--- config.mk ---
export PLATFORM = sky130hd
export DESIGN_NAME = fp_result_stage_flat
export DESIGN_NICKNAME = d
export VERILOG_FILES = /design/src/rtl/fpu_pkg.sv /design/src/rtl/fp_result_stage_if.sv /design/src/rtl/fp_result_fifo.sv /design/src/rtl/fp_result_stage.sv /design/src/flat_wrapper.sv
export SDC_FILE = /design/constraint.sdc
export NUM_CORES = 1
export LEC_CHECK = 0
export CORE_MARGIN = 2
export CORE_UTILIZATION = 53
export CTS_BUF_LIST = sky130_fd_sc_hd__clkbuf_8 sky130_fd_sc_hd__clkbuf_16
export DETAILED_ROUTE_END_ITERATION = 8
export PLACE_DENSITY = 0.95
export SLEW_MARGIN = 10
export SYNTH_ARGS = -nofsm -noshare
export SYNTH_HDL_FRONTEND = slang
export SYNTH_HIERARCHICAL = 1
export SYNTH_SLANG_ARGS = --single-unit
--- constraint.sdc ---
create_clock -name clk -period 9 [get_ports clk]
set_clock_uncertainty 0.15 [all_clocks]
set_input_delay 1.8 -clock clk [delete_from_list [all_inputs] [get_ports clk]]
set_output_delay 1.8 -clock clk [all_outputs]
set_load 0.01 [all_outputs]
--- src/rtl/fpu_pkg.sv ---
// Shared definitions for the floating-point add/sub result path:
// special values, flag bit positions, the FIFO entry payload and the special-value fix-up.
package fpu_pkg;

    localparam int unsigned FP_W    = 32;
    localparam int unsigned FLG_W   = 3;
    localparam int unsigned ENTRY_W = FP_W + FLG_W;

    localparam logic [FP_W-1:0] FP_QNAN = 32'h7FC0_0000;

    localparam int unsigned FLG_UNF = 0;
    localparam int unsigned FLG_OVF = 1;
    localparam int unsigned FLG_EXC = 2;

    typedef logic [FLG_W-1:0] fp_flags_t;

    // One queued result: raw flags {exc, ovf, unf} above the fixed-up value
    typedef struct packed {
        fp_flags_t       flags;
        logic [FP_W-1:0] data;
    } fp_entry_t;

    // Replace flagged results with IEEE-754 specials; exc beats ovf beats unf
    function automatic logic [FP_W-1:0] fp_fixup(input logic [FP_W-1:0] res,
                                                 input fp_flags_t       flg);
        logic [FP_W-1:0] r;
        if (flg[FLG_EXC])      r = FP_QNAN;
        else if (flg[FLG_OVF]) r = {res[31], 8'hFF, 23'h0};
        else if (flg[FLG_UNF]) r = {res[31], 31'h0};
        else                   r = res;
        return r;
    endfunction

endpackage

--- src/rtl/fp_result_stage_if.sv ---
// Producer/consumer bundle of fp_result_stage (handshakes, payloads, sticky status, occupancy).
interface fp_result_stage_if #(
    parameter int unsigned DEPTH = 2
);
    import fpu_pkg::*;

    localparam int unsigned CNT_W = $clog2(DEPTH) + 1;

    logic              in_valid;
    logic              in_ready;
    logic [FP_W-1:0]   in_result;
    logic              in_overflow;
    logic              in_underflow;
    logic              in_exception;
    logic              out_valid;
    logic              out_ready;
    logic [FP_W-1:0]   out_data;
    fp_flags_t         out_flags;
    fp_flags_t         sticky_flags;
    logic              sticky_clr;
    logic [CNT_W-1:0]  count;

    modport master (
        output in_valid, in_result, in_overflow, in_underflow, in_exception,
               out_ready, sticky_clr,
        input  in_ready, out_valid, out_data, out_flags, sticky_flags, count
    );

    modport slave (
        input  in_valid, in_result, in_overflow, in_underflow, in_exception,
               out_ready, sticky_clr,
        output in_ready, out_valid, out_data, out_flags, sticky_flags, count
    );

endinterface

--- src/rtl/fp_result_fifo.sv ---
// Generic DEPTH x 35-bit synchronous FIFO with occupancy count; async active-high reset.
// Head reads as zero when empty; full/empty come from the count, pointers wrap naturally.
module fp_result_fifo
    import fpu_pkg::*;
#(
    parameter int unsigned DEPTH = 2
) (
    input  logic                       clk,
    input  logic                       rst,
    input  logic                       push_i,
    input  logic                       pop_i,
    input  fp_entry_t                  wr_data_i,
    output fp_entry_t                  rd_data_o,
    output logic [$clog2(DEPTH):0]     count_o
);

    localparam int unsigned CNT_W = $clog2(DEPTH) + 1;
    localparam int unsigned PTR_W = $clog2(DEPTH);

    fp_entry_t          mem_q [DEPTH];
    logic [PTR_W-1:0]   wr_ptr_q, wr_ptr_d;
    logic [PTR_W-1:0]   rd_ptr_q, rd_ptr_d;
    logic [CNT_W-1:0]   count_q, count_d;
    logic               wr_en, rd_en;

    // Qualify requests against occupancy and compute next pointers/count
    always_comb begin
        wr_en    = push_i && (count_q < CNT_W'(DEPTH));
        rd_en    = pop_i && (count_q != '0);
        wr_ptr_d = wr_ptr_q;
        rd_ptr_d = rd_ptr_q;
        if (wr_en) wr_ptr_d = wr_ptr_q + PTR_W'(1);
        if (rd_en) rd_ptr_d = rd_ptr_q + PTR_W'(1);
        count_d  = count_q + CNT_W'(wr_en) - CNT_W'(rd_en);
    end

    // Pointer and occupancy state
    always_ff @(posedge clk or posedge rst) begin
        if (rst) begin
            wr_ptr_q <= '0;
            rd_ptr_q <= '0;
            count_q  <= '0;
        end else begin
            wr_ptr_q <= wr_ptr_d;
            rd_ptr_q <= rd_ptr_d;
            count_q  <= count_d;
        end
    end

    // Entry storage; contents are don't-care while unoccupied
    always_ff @(posedge clk) begin
        if (wr_en) mem_q[wr_ptr_q] <= wr_data_i;
    end

    assign rd_data_o = (count_q != '0) ? mem_q[rd_ptr_q] : '0;
    assign count_o   = count_q;

endmodule

--- src/rtl/fp_result_stage.sv ---
// Registered output stage for the FP add/sub unit: special-value fix-up, result FIFO,
// valid/ready handshake and optional sticky flags (enabled by macro FP_RESULT_STICKY_EN).
module fp_result_stage
    import fpu_pkg::*;
#(
    parameter int unsigned DEPTH = 2
) (
    input  logic                 clk,
    input  logic                 rst,
    fp_result_stage_if.slave     bus
);

    localparam int unsigned CNT_W = $clog2(DEPTH) + 1;

    logic              push, pop;
    fp_flags_t         in_flags;
    fp_entry_t         wr_entry, rd_entry;
    logic [CNT_W-1:0]  count;

    // Gather raw flags and build the fixed-up entry to enqueue
    always_comb begin
        in_flags          = '0;
        in_flags[FLG_EXC] = bus.in_exception;
        in_flags[FLG_OVF] = bus.in_overflow;
        in_flags[FLG_UNF] = bus.in_underflow;
        wr_entry.flags    = in_flags;
        wr_entry.data     = fp_fixup(bus.in_result, in_flags);
    end

    assign bus.in_ready  = (count < CNT_W'(DEPTH));
    assign bus.out_valid = (count != '0);
    assign push          = bus.in_valid && bus.in_ready;
    assign pop           = bus.out_valid && bus.out_ready;

    fp_result_fifo #(
        .DEPTH (DEPTH)
    ) u_fifo (
        .clk       (clk),
        .rst       (rst),
        .push_i    (push),
        .pop_i     (pop),
        .wr_data_i (wr_entry),
        .rd_data_o (rd_entry),
        .count_o   (count)
    );

    assign bus.out_data  = rd_entry.data;
    assign bus.out_flags = rd_entry.flags;
    assign bus.count     = count;

`ifdef FP_RESULT_STICKY_EN
    fp_flags_t sticky_q, sticky_d;

    // Clear first so a clear alongside a push keeps only the new flags
    always_comb begin
        sticky_d = sticky_q;
        if (bus.sticky_clr) sticky_d = '0;
        if (push)           sticky_d = sticky_d | in_flags;
    end

    // Sticky status register
    always_ff @(posedge clk or posedge rst) begin
        if (rst) sticky_q <= '0;
        else     sticky_q <= sticky_d;
    end

    assign bus.sticky_flags = sticky_q;
`else
    logic unused_sticky_clr;
    assign unused_sticky_clr = bus.sticky_clr;
    assign bus.sticky_flags  = '0;
`endif

endmodule

--- src/flat_wrapper.sv ---
// flat-port wrapper written by rule: the top's interface ports become plain ports
module fp_result_stage_flat import fpu_pkg::*;
#(
    parameter int unsigned DEPTH = 2
)
  (clk, rst, bus_in_valid, bus_in_result, bus_in_overflow, bus_in_underflow, bus_in_exception, bus_out_ready, bus_sticky_clr, bus_in_ready, bus_out_valid, bus_out_data, bus_out_flags, bus_sticky_flags, bus_count);
  fp_result_stage_if #(.DEPTH(DEPTH)) bus_i ();
  input  logic clk;
  input  logic rst;
  input wire logic [$bits(bus_i.in_valid)-1:0] bus_in_valid;
  input wire logic [$bits(bus_i.in_result)-1:0] bus_in_result;
  input wire logic [$bits(bus_i.in_overflow)-1:0] bus_in_overflow;
  input wire logic [$bits(bus_i.in_underflow)-1:0] bus_in_underflow;
  input wire logic [$bits(bus_i.in_exception)-1:0] bus_in_exception;
  input wire logic [$bits(bus_i.out_ready)-1:0] bus_out_ready;
  input wire logic [$bits(bus_i.sticky_clr)-1:0] bus_sticky_clr;
  output wire logic [$bits(bus_i.in_ready)-1:0] bus_in_ready;
  output wire logic [$bits(bus_i.out_valid)-1:0] bus_out_valid;
  output wire logic [$bits(bus_i.out_data)-1:0] bus_out_data;
  output wire logic [$bits(bus_i.out_flags)-1:0] bus_out_flags;
  output wire logic [$bits(bus_i.sticky_flags)-1:0] bus_sticky_flags;
  output wire logic [$bits(bus_i.count)-1:0] bus_count;
  assign bus_i.in_valid = bus_in_valid;
  assign bus_i.in_result = bus_in_result;
  assign bus_i.in_overflow = bus_in_overflow;
  assign bus_i.in_underflow = bus_in_underflow;
  assign bus_i.in_exception = bus_in_exception;
  assign bus_i.out_ready = bus_out_ready;
  assign bus_i.sticky_clr = bus_sticky_clr;
  assign bus_in_ready = bus_i.in_ready;
  assign bus_out_valid = bus_i.out_valid;
  assign bus_out_data = bus_i.out_data;
  assign bus_out_flags = bus_i.out_flags;
  assign bus_sticky_flags = bus_i.sticky_flags;
  assign bus_count = bus_i.count;
  fp_result_stage #(.DEPTH(DEPTH)) u_core (.clk(clk), .rst(rst), .bus(bus_i));
endmodule
# Word-level counts from Yosys, hierarchy flattened
# Memories as Yosys holds them, arrays and structs flattened.
# Index checks and enable logic that the tools add are counted.
# totals
memories	1
ff_bits	4
ram_bits	70
output_inout_bits	42
wordCells	20
input_bits	40
# mem_list
memory	words	word_bits	rd	rd_clocked_by_memory_dff	wr	line_no	source
u_core.u_fifo.mem_q	2	35	1	0	1	fp_result_fifo.sv:20	fp_entry_t mem_q [DEPTH];
# classes
n_mux	6
n_addsub	4
order_cmp	1
reduce_logical	5
# op_table
op	count
2-to-1 mux 31 bit	2
2-to-1 mux 35 bit	1
2-to-1 mux 32 bit	1
logical AND 1 bit	4
adder 1 bit (second input constant)	2
adder 2 x 1 -> 2 bit	1
< comparator 2 bit (second input constant)	1
2-to-1 mux 1 bit	2
nonzero test 2 bit	1
subtractor 2 x 1 -> 2 bit	1

# Longest topological paths before layout
# Gate-level depths: netlist of run 1.
# logic_depth
ltp_word	5
depth_mapped	7
ltp_nobuf	7

# By module
# The synthesis of run 1 kept the hierarchy.
# by_module_without_submodules
mod	n_inst	cells_per_inst	area_per_inst_um2	seq_area_each_um2
fp_result_fifo	1	167	2895.3	2202.1
fp_result_stage	1	54	349.1	0.0

# Worst setup path before layout of run 1
# Ideal clock, no wire load.
# synth_timing
kind	input to register
startpoint	input port bus_in_valid
endpoint	memory u_core/u_fifo/mem_q[0][0] (netlist name) (enable)
cell_stages	3
arrival_ns	3.680
setup_slack_ns	4.743
required_ns	8.423
n_path_buf	0
setup_time_ns	0.427
cell_sequence	nor2b_1 > nand2b_1 > nor2_1
# synth_between
elab_chain_len	4
# synth_lines
element	line_no	source
start: declaration	flat_wrapper.sv:10	input wire logic [$bits(bus_i.in_valid)-1:0] bus_in_valid;
logical AND 1 bit	fp_result_stage.sv:32	assign push = bus.in_valid && bus.in_ready;
logical AND 1 bit	fp_result_fifo.sv:28	wr_en = push_i && (count_q < CNT_W'(DEPTH));
2-to-1 mux 1 bit	fp_result_fifo.sv:52	if (wr_en) mem_q[wr_ptr_q] <= wr_data_i;
2-to-1 mux 1 bit (not written as such)	fp_result_fifo.sv:52	
end: declaration	fp_result_fifo.sv:20	
# No other way between the ends.

# Worst setup path after layout of run 1
# layout_timing
startpoint	register u_core.u_fifo.rd_ptr_q
endpoint	output port bus_out_flags[1]
# layout_between
elab_chain_len	2
# layout_lines
element	line_no	source
start: declaration	fp_result_fifo.sv:22	logic [PTR_W-1:0] rd_ptr_q, rd_ptr_d;
start signal: assignment	fp_result_fifo.sv:45	rd_ptr_q <= rd_ptr_d;
memory read (2 x 35 bit)	--	
2-to-1 mux 35 bit	fp_result_fifo.sv:55	assign rd_data_o = (count_q != '0) ? mem_q[rd_ptr_q] : '0;
end: declaration	flat_wrapper.sv:20	output wire logic [$bits(bus_i.out_flags)-1:0] bus_out_flags;
# No other way between the ends.

==> impl_metrics.tcl, run 1 <==
set metrics [dict create \
    status "finished, final reports clean" \
    track_usage 0.1802 \
    multiInputGateArea_sq_um 878.3 \
    power.share.combinational 0.394 \
    report.final.slew_viol_count 0 \
    start_kind "flop" \
    crit_family "flip-flops" \
    gr-total-overflow 0 \
    ios 82 \
    async_flop_share 0.05405 \
    die_height_um 82.24 \
    cts_root_buf "clkbuf_8" \
    yosysWarnings 6 \
    pwr-share-seq 0.416 \
    drtPass1Iterations 4 \
    powerDensity_mw_per_mm2 300.3 \
    fin_setup_tns_ns 0 \
    htreeDepth 3 \
    io_buffers 77 \
    layout-drive-gt1-share 0.1221 \
    path_max_fanout 36 \
    post-dp-hpwl_um 3485 \
    utilization 0.7039 \
    syn-cell-area_sq_mm 0.003244 \
    yosysTopAreaCell "edfxtp_1" \
    switching_power_mw 0.3963 \
    sw_frac_of_total 0.3166 \
    drt-initial-drc-count 98 \
    arrival_ns 2.32 \
    initial_utilization 0.5480 \
    critPathKind "flop to primary output" \
    placed_area_sq_mm 0.003984 \
    crit_chain "mux2i_1 -> nor2_1 -> clkdlybuf4s50_1" \
    grt_antenna_before_repair 0 \
    fp.dieArea_sq_mm 0.006763 \
    fin_nets 339 \
    relSlewSlack 0.2869 \
    syn_inst 221 \
    synthFlopType "edfxtp_1" \
    ff_latch_area_sq_mm 0.002203 \
    num_rows 28 \
    grt_pass1_wl_um 8749 \
    yosysTopAreaCellShare 0.6479 \
    post_cts_resize_count 0 \
    slowest_delay_ns 1.06 \
    fin_hold_ws_ns 0.4004 \
    yosysMostFrequentCell "edfxtp_1" \
    synth_edf_count 70 \
    finalCritPeriodShare 0.4746 \
    worstPathRequired_ns 7.05 \
    cap_violations 0 \
    final_area_sq_mm 0.004168 \
    min_period_ns 4.272 \
    die_x_um 82.24 \
    synth-seq-cells 74 \
    fillers 415 \
    cts_buffers 9 \
    hold_class "flop to flop" \
    synth_area_leaders "edfxtp_1 65%, mux2i_1 11%, nor2_1 4.3%, and2_2 3.5%, dfrtp_1 3.1%" \
    avgViaCountPerCell 5.071 \
    p_leak_nw 1.555 \
    first_global_vias 1895 \
    clk_latency_ns 0.33 \
    rsz0062_at_grt "false" \
    fmax_mhz 234.1 \
    syn_area_per_cell_sq_um 14.68 \
    globalplace.congestion 0.7161 \
    routedWlPerCell_um 14.96 \
    area_delta_synth_final_pct 28.46 \
    end_kind "primary output" \
    wirelength_um 5653 \
    antenna_cells 0 \
    cts_tree "done" \
    fin_total_pwr_mw 1.252 \
    post-route-drc-count 0 \
    path_buf_inv 1 \
    coreArea_sq_mm 0.005921 \
    antenna_left 0 \
    cts.clk_slew.worst_paths_ns 0.07 \
    seq_area_frac_synth 0.6788 \
    grt_max_degree 37 \
    clkPwrFrac 0.190 \
    cts_hold_buf 0 \
    clockBufferDepth 2 \
    p_int_mw 0.8554 \
    setup_violations 0 \
    synthTopCellsByCount "70 x edfxtp_1, 37 x nor2_1, 36 x mux2i_1" \
    post-cts-setup-buffer-count 0 \
    clock-sinks 74 \
    worst_path_max_delay_cell "dfrtp_2" \
    synth_cell_type_count 24 \
    hold_viol 0 \
    ir_drop_v 0.0003004 \
    num_vias 1917 \
    worstMarginPinSlew_ns 1.070 \
]
==> layout by cell type, fill, tap and decap left out, types with 3 or more instances in the layout <==
master           instances
clkinv_2                 3
o21ai_0                  9
conb_1                   3
mux2i_1                 36
nor2_1                  36
and2_1                   8
xnor2_1                  3
and2_2                  16
nor2b_1                  3
inv_1                   10
clkdlybuf4s50_1         77
clkbuf_8                 9
dfrtp_1                  3
edfxtp_1                70
==> per-stage QoR <==
stage	cells	setup WS [ns]
floorplan	223	4.743
global placement	362	4.928
detailed placement	362	4.904
CTS	378	4.680
global route	378	4.528
finish	378	4.728
==> area by class of cell <==
class	instances	area share
Sequential cell	74	0.5287
Multi-Input combinational cell	126	0.2107
Timing Repair Buffer	77	0.1849
Clock buffer	9	0.02972
Tap cell	75	0.02252
Clock inverter	7	0.01441
Inverter	10	0.009006
==> registers in the layout (all words and copies together) (netlist names) <==
register / cells
u_core/u_fifo/mem_q: 70
u_core/u_fifo/count_o: 2
u_core/u_fifo/rd_ptr_q: 1
u_core/u_fifo/wr_ptr_q: 1
==> power by group through the flow <==
stage                     sequential (mW)  combinational (mW)  clock [mW]
after floorplan                     0.484               0.311           0
after global placement              0.524               0.485           0
after detailed placement            0.530               0.497           0
after CTS                           0.522               0.500       0.244
after global routing                0.530               0.534       0.262
final                               0.521               0.493       0.238
==> worst paths after layout <==
check | slack, ns | startpoint | cells past startpoint | endpoint
worst max-delay path | 4.73 | u_core/u_fifo/rd_ptr_q$_DFFE_PP0P_ | 3 | bus_out_flags[1]
worst min-delay path | 0.40 | u_core/u_fifo/wr_ptr_q$_DFFE_PP0P_ | 1 | u_core/u_fifo/wr_ptr_q$_DFFE_PP0P_
worst max register to register | 6.61 | u_core/u_fifo/count_o[1]$_DFF_PP0_ | 3 | u_core/u_fifo/mem_q[1][1]$_DFFE_PP_
worst min register to register | 0.40 | u_core/u_fifo/wr_ptr_q$_DFFE_PP0P_ | 1 | u_core/u_fifo/wr_ptr_q$_DFFE_PP0P_
max in group asynchronous | 7.00 | rst | 2 | u_core/u_fifo/rd_ptr_q$_DFFE_PP0P_
min in group asynchronous | 1.52 | rst | 2 | u_core/u_fifo/count_o[1]$_DFF_PP0_
==> kinds of logic (layout without fill, tap and decap cells) <==
group,after synthesis,in the layout,synth area share
buffers and inverters,23,103,0.05554
and+or+nand+nor,72,72,0.1226
AOI/OAI and AO/OA,11,11,0.01890
adders and majority gates,1,1,0.003856
muxes,36,36,0.1111
other,1,3,0.001156
xor gates and xnor gates,3,3,0.008100
DFF,74,74,0.6788
==> metal layers <==
layer | track usage | wire length (um) | vias to the layer above
li1 | - | - | 927
met1 | 0.2119 | 2214 | 911
met2 | 0.3032 | 3020 | 68
met3 | 0.04783 | 321 | 11
met4 | 0.09333 | 96 | 0
met5 | 0 | 0 | -
(Power assumes the default switching activity.)
==> inputs of run 2 (changes only) <==
- CORE_UTILIZATION: 53 -> 44
- PLACE_DENSITY: 0.95 -> 0.87
- clock period: 9 -> 3.85 ns (I/O delays scaled with it)
==> impl_metrics.tcl, run 2 (synthesis gave the netlist of run 1 again) <==
set metrics [dict create \
    status "finished, final reports clean" \
    placed_area_sq_mm 0.004049 \
    fin_setup_tns_ns 0 \
    num_rows 31 \
    slowest_delay_ns 0.70 \
    min_period_ns 3.143 \
    post-dp-hpwl_um 3742 \
    drtPass1Iterations 4 \
    worstPathRequired_ns 2.93 \
    globalplace.congestion 0.6444 \
    p_leak_nw 1.573 \
    antenna_left 0 \
    worst_path_max_delay_cell "nor2_4" \
    wirelength_um 5671 \
    io_buffers 77 \
    die_height_um 89.87 \
    hold_viol 0 \
    drt-initial-drc-count 64 \
    layout-drive-gt1-share 0.1275 \
    fin_cells 405 \
    path_buf_inv 1 \
    largest_reg_flops 70 \
    crit_family "simple AND/OR/NAND/NOR gates" \
    critPathLaunch "u_core/u_fifo/count_o[1]$_DFF_PP0_" \
    grt_pass1_wl_um 9018 \
    clockBufferDepth 2 \
    ir_drop_v 0.0003240 \
    fin_nets 342 \
    worstMarginPinSlew_ns 0.8135 \
    post-route-drc-count 0 \
    post-cts-setup-buffer-count 0 \
    cts_buffers 9 \
    finalCritPeriodShare 0.8164 \
    fmax_mhz 318.2 \
    placedCellCount 389 \
    area_delta_synth_final_pct 30.51 \
    clk_latency_ns 0.33 \
    track_usage 0.1415 \
    gr-total-overflow 0 \
    cts_tree "done" \
    report.final.slew_viol_count 0 \
    top_register "u_core/u_fifo/mem_q" \
    arrival_ns 2.22 \
    cap_violations 0 \
    crit_chain "nor2_4 -> nor2_1 -> clkdlybuf4s50_1" \
    worstReg2RegStart "u_core/u_fifo/count_o[1]$_DFF_PP0_" \
    coreArea_sq_mm 0.007214 \
    cts.clk_slew.worst_paths_ns 0.07 \
    layout_commonest_cell "clkdlybuf4s50_1" \
    avgViaCountPerCell 4.714 \
    setup_violations 0 \
    clock-sinks 74 \
    rsz0062_at_grt "false" \
    routedWlPerCell_um 14.00 \
    grt_max_degree 37 \
    final_cell_mix "77 x clkdlybuf4s50_1, 70 x edfxtp_1, 36 x nor2_1, 36 x mux2i_1, 16 x and2_2" \
    fin_hold_ws_ns 0.3970 \
    hold_class "flop to flop" \
    path_max_fanout 35 \
    relSlewSlack 0.4564 \
    initial_utilization 0.4497 \
    htreeDepth 3 \
    post_cts_resize_count 0 \
    fp.dieArea_sq_mm 0.008077 \
    grt_antenna_before_repair 0 \
    min_from "u_core/u_fifo/wr_ptr_q$_DFFE_PP0P_" \
    first_global_vias 1955 \
    cts_root_buf "clkbuf_8" \
    powerDensity_mw_per_mm2 695.6 \
    start_kind "flop" \
    antenna_cells 0 \
    cts_hold_buf 0 \
    fillers 587 \
    end_kind "primary output" \
    ios 82 \
    final_area_sq_mm 0.004234 \
    num_vias 1909 \
    die_x_um 89.87 \
    critPathKind "flop to primary output" \
]
run 2: changes by cell type in the layout (fill, tap and decap cells not counted), sizes merged:
cell,delta
inv,+1
clkinv,-2
buf,+3
clkinvlp,+1
run 2: cell type report:
| type | count | area (sq um) | share of cell area |
|---|---|---|---|
| tap | 99 | 123.9 | 0.02926 |
| multi-input combinational | 126 | 878.3 | 0.2074 |
| inverter | 10 | 37.54 | 0.008865 |
| clock buffer | 9 | 123.9 | 0.02926 |
| sequential | 74 | 2203 | 0.5204 |
| clock inverter | 7 | 61.31 | 0.01448 |
| timing repair buffer | 80 | 805.8 | 0.1903 |
run 2: layer usage:
layer  global-route usage  up-vias  wire length, um
met5                    0        -                0
li1                     -      931                -
met3              0.05029        4              282
met1               0.1495      925             2271
met4              0.03846        0               25
met2               0.2658       49             3092
run 2: per-stage QoR:
step	setup slack [ns]	util	power (mW)
floorplan	0.6225	-	1.858
CTS	0.6615	0.5869	2.994
global placement	0.8433	0.5612	2.391
detailed placement	0.7780	0.5612	2.427
global route	0.5680	0.5869	3.111
finish	0.7071	0.5869	2.945
run 2: worst paths after layout:
kind | slack (ns) | cells past startpoint | end
max | 0.71 | 3 | bus_out_data[19]
min | 0.40 | 1 | u_core/u_fifo/wr_ptr_q$_DFFE_PP0P_
max reg2reg | 1.49 | 4 | u_core/u_fifo/mem_q[1][2]$_DFFE_PP_
min reg2reg | 0.40 | 1 | u_core/u_fifo/wr_ptr_q$_DFFE_PP0P_
max in group asynchronous | 2.91 | 2 | u_core/u_fifo/rd_ptr_q$_DFFE_PP0P_
min in group asynchronous | 0.47 | 2 | u_core/u_fifo/rd_ptr_q$_DFFE_PP0P_
run 2: power by group:
part | internal (mW) | switching, mW
sequential | 1.06 | 0.0695
clock | 0.291 | 0.267
combinational | 0.668 | 0.594
==> inputs of run 3 (changes only) <==
- clock period: 3.85 -> 2.6 ns (I/O delays scaled with it)
==> impl_metrics.tcl, run 3 (synthesis gave the netlist of run 1 again) <==
set metrics [dict create \
    crit_family "buffers and inverters" \
    cts_buffers 9 \
    post-route-drc-count 0 \
    path_max_fanout 36 \
    switching_power_mw 1.456 \
    path_buf_inv 2 \
    die_x_um 89.87 \
    status "finished, final reports clean" \
    routedWlPerCell_um 14.97 \
    num_rows 31 \
    crit_chain "buf_12 -> mux2i_1 -> nor2_1 -> clkdlybuf4s50_1" \
    grt_max_degree 37 \
    hold_viol 0 \
    cap_violations 0 \
    regToRegEndpoint "u_core/u_fifo/mem_q[1][29]$_DFFE_PP_" \
    post-dp-hpwl_um 3816 \
    start_kind "flop" \
    clk_latency_ns 0.34 \
    grt_pass1_wl_um 9825 \
    relSlewSlack 0.5412 \
    critPathKind "flop to primary output" \
    worst_path_max_delay_cell "clkdlybuf4s50_1" \
    end_kind "primary output" \
    cts_root_buf "clkbuf_8" \
    fin_setup_tns_ns 0 \
    report.final.slew_viol_count 0 \
    setup_violations 0 \
    p_int_mw 3.199 \
    rsz0062_at_grt "false" \
    hold_class "input port to async pin" \
    htreeDepth 3 \
    fillers 591 \
    area_delta_synth_final_pct 34.40 \
    powerDensity_mw_per_mm2 1067 \
    power.share.combinational 0.440 \
    grt_antenna_before_repair 0 \
    first_global_vias 2087 \
    p_leak_nw 1.636 \
    pwr-share-seq 0.359 \
    layout-drive-gt1-share 0.1561 \
    final_cell_mix "77 x clkdlybuf4s50_1, 70 x edfxtp_1, 36 x nor2_1, 36 x mux2i_1, 16 x and2_2" \
    globalplace.congestion 0.6971 \
    cts.clk_slew.worst_paths_ns 0.07 \
    clkPwrFrac 0.202 \
    worstPathRequired_ns 1.93 \
    num_vias 1985 \
    worstReg2RegStart "u_core/u_fifo/count_o[1]$_DFF_PP0_" \
    clockBufferDepth 2 \
    io_buffers 77 \
    top_register "u_core/u_fifo/mem_q" \
    clock-sinks 74 \
    initial_utilization 0.4497 \
    ios 82 \
    r2r_slack_ns 0.52 \
    ff2ff_path_depth 5 \
    finalCritPeriodShare 0.9555 \
    fp.dieArea_sq_mm 0.008077 \
    die_height_um 89.87 \
    antenna_cells 0 \
    slowest_delay_ns 0.56 \
    fin_total_pwr_mw 4.654 \
    coreArea_sq_mm 0.007214 \
    fmax_mhz 402.5 \
    wirelength_um 6181 \
    layout_commonest_cell "clkdlybuf4s50_1" \
    sw_frac_of_total 0.3127 \
    ir_drop_v 0.0004362 \
    utilization 0.6044 \
    worstMarginPinSlew_ns 0.6860 \
    fin_nets 350 \
    avgViaCountPerCell 4.806 \
    fin_hold_ws_ns 0.2136 \
    gr-total-overflow 0 \
    antenna_left 0 \
    drt-initial-drc-count 69 \
    min_period_ns 2.484 \
    arrival_ns 1.81 \
    track_usage 0.1584 \
    drtPass1Iterations 4 \
    cts_tree "done" \
    largest_reg_flops 70 \
]
run 3: changes by cell type in the layout (fill, tap and decap cells not counted), sizes merged:
cell	change
nor2	+1
clkinvlp	-1
buf	+7
bufinv	+1
run 3: repair_timing:
action | CTS | global route
hold buffers | 0 | 0
hold endpoints to repair | 0 | 0
endpoints found under the setup margin | 35 | 0
gates resized for setup | 2 | 0
buffers inserted | 5 | 0
run 3: how the worst max path moves through the flow:
| stage | endpoint | slack [ns] | depth (start not counted) | startpoint |
|---|---|---|---|---|
| 6_report | bus_out_data[22] | 0.12 | 4 | u_core/u_fifo/rd_ptr_q$_DFFE_PP0P_ |
| 2_1_floorplan | u_core/u_fifo/mem_q[0][0]$_DFFE_PP_ | 0.18 | 3 | u_core/u_fifo/count_o[1]$_DFF_PP0_ |
| 5_1_grt | bus_out_data[22] | 0.01 | 4 | u_core/u_fifo/rd_ptr_q$_DFFE_PP0P_ |
| 3_3_place_gp | bus_out_data[2] | 0.17 | 3 | u_core/u_fifo/count_o[0]$_DFF_PP0_ |
| 4_1_cts | bus_out_data[28] | 0.07 | 4 | u_core/u_fifo/rd_ptr_q$_DFFE_PP0P_ |
| 3_5_place_dp | bus_out_data[22] | 0.13 | 3 | u_core/u_fifo/count_o[0]$_DFF_PP0_ |
run 3: layout make-up:
cell class	instances	area, sq um	share of cell area
Timing Repair Buffer	87	895.9	0.2055
Multi-Input combinational cell	127	889.6	0.2040
Sequential cell	74	2205	0.5056
Clock buffer	9	123.9	0.02841
Clock inverter	7	85.08	0.01951
Inverter	10	37.54	0.008608
Tap cell	99	123.9	0.02841
run 3: metal layers:
layer / vias up / global-route usage / wire (um)
met5: - / 0 / 0
met4: 0 / 0.07564 / 127
met3: 12 / 0.03437 / 218
met2: 56 / 0.2828 / 3292
met1: 970 / 0.1811 / 2542
li1: 947 / - / -
run 3: power groups by stage:
stage | Combinational (mW) | Clock (mW) | Sequential [mW]
final | 2.05 | 0.939 | 1.67
after global routing | 2.20 | 1.00 | 1.69
after CTS | 2.07 | 0.957 | 1.67
after detailed placement | 1.95 | 0 | 1.68
after global placement | 1.91 | 0 | 1.66
after floorplan | 1.08 | 0 | 1.67
run 3: per-stage QoR:
step	setup slack (ns)	std cells	area [sq um]
floorplan	0.1792	223	3254
global placement	0.1707	391	4089
detailed placement	0.1264	391	4089
CTS	0.07334	413	4360
global route	0.01104	413	4360
finish	0.1156	413	4360
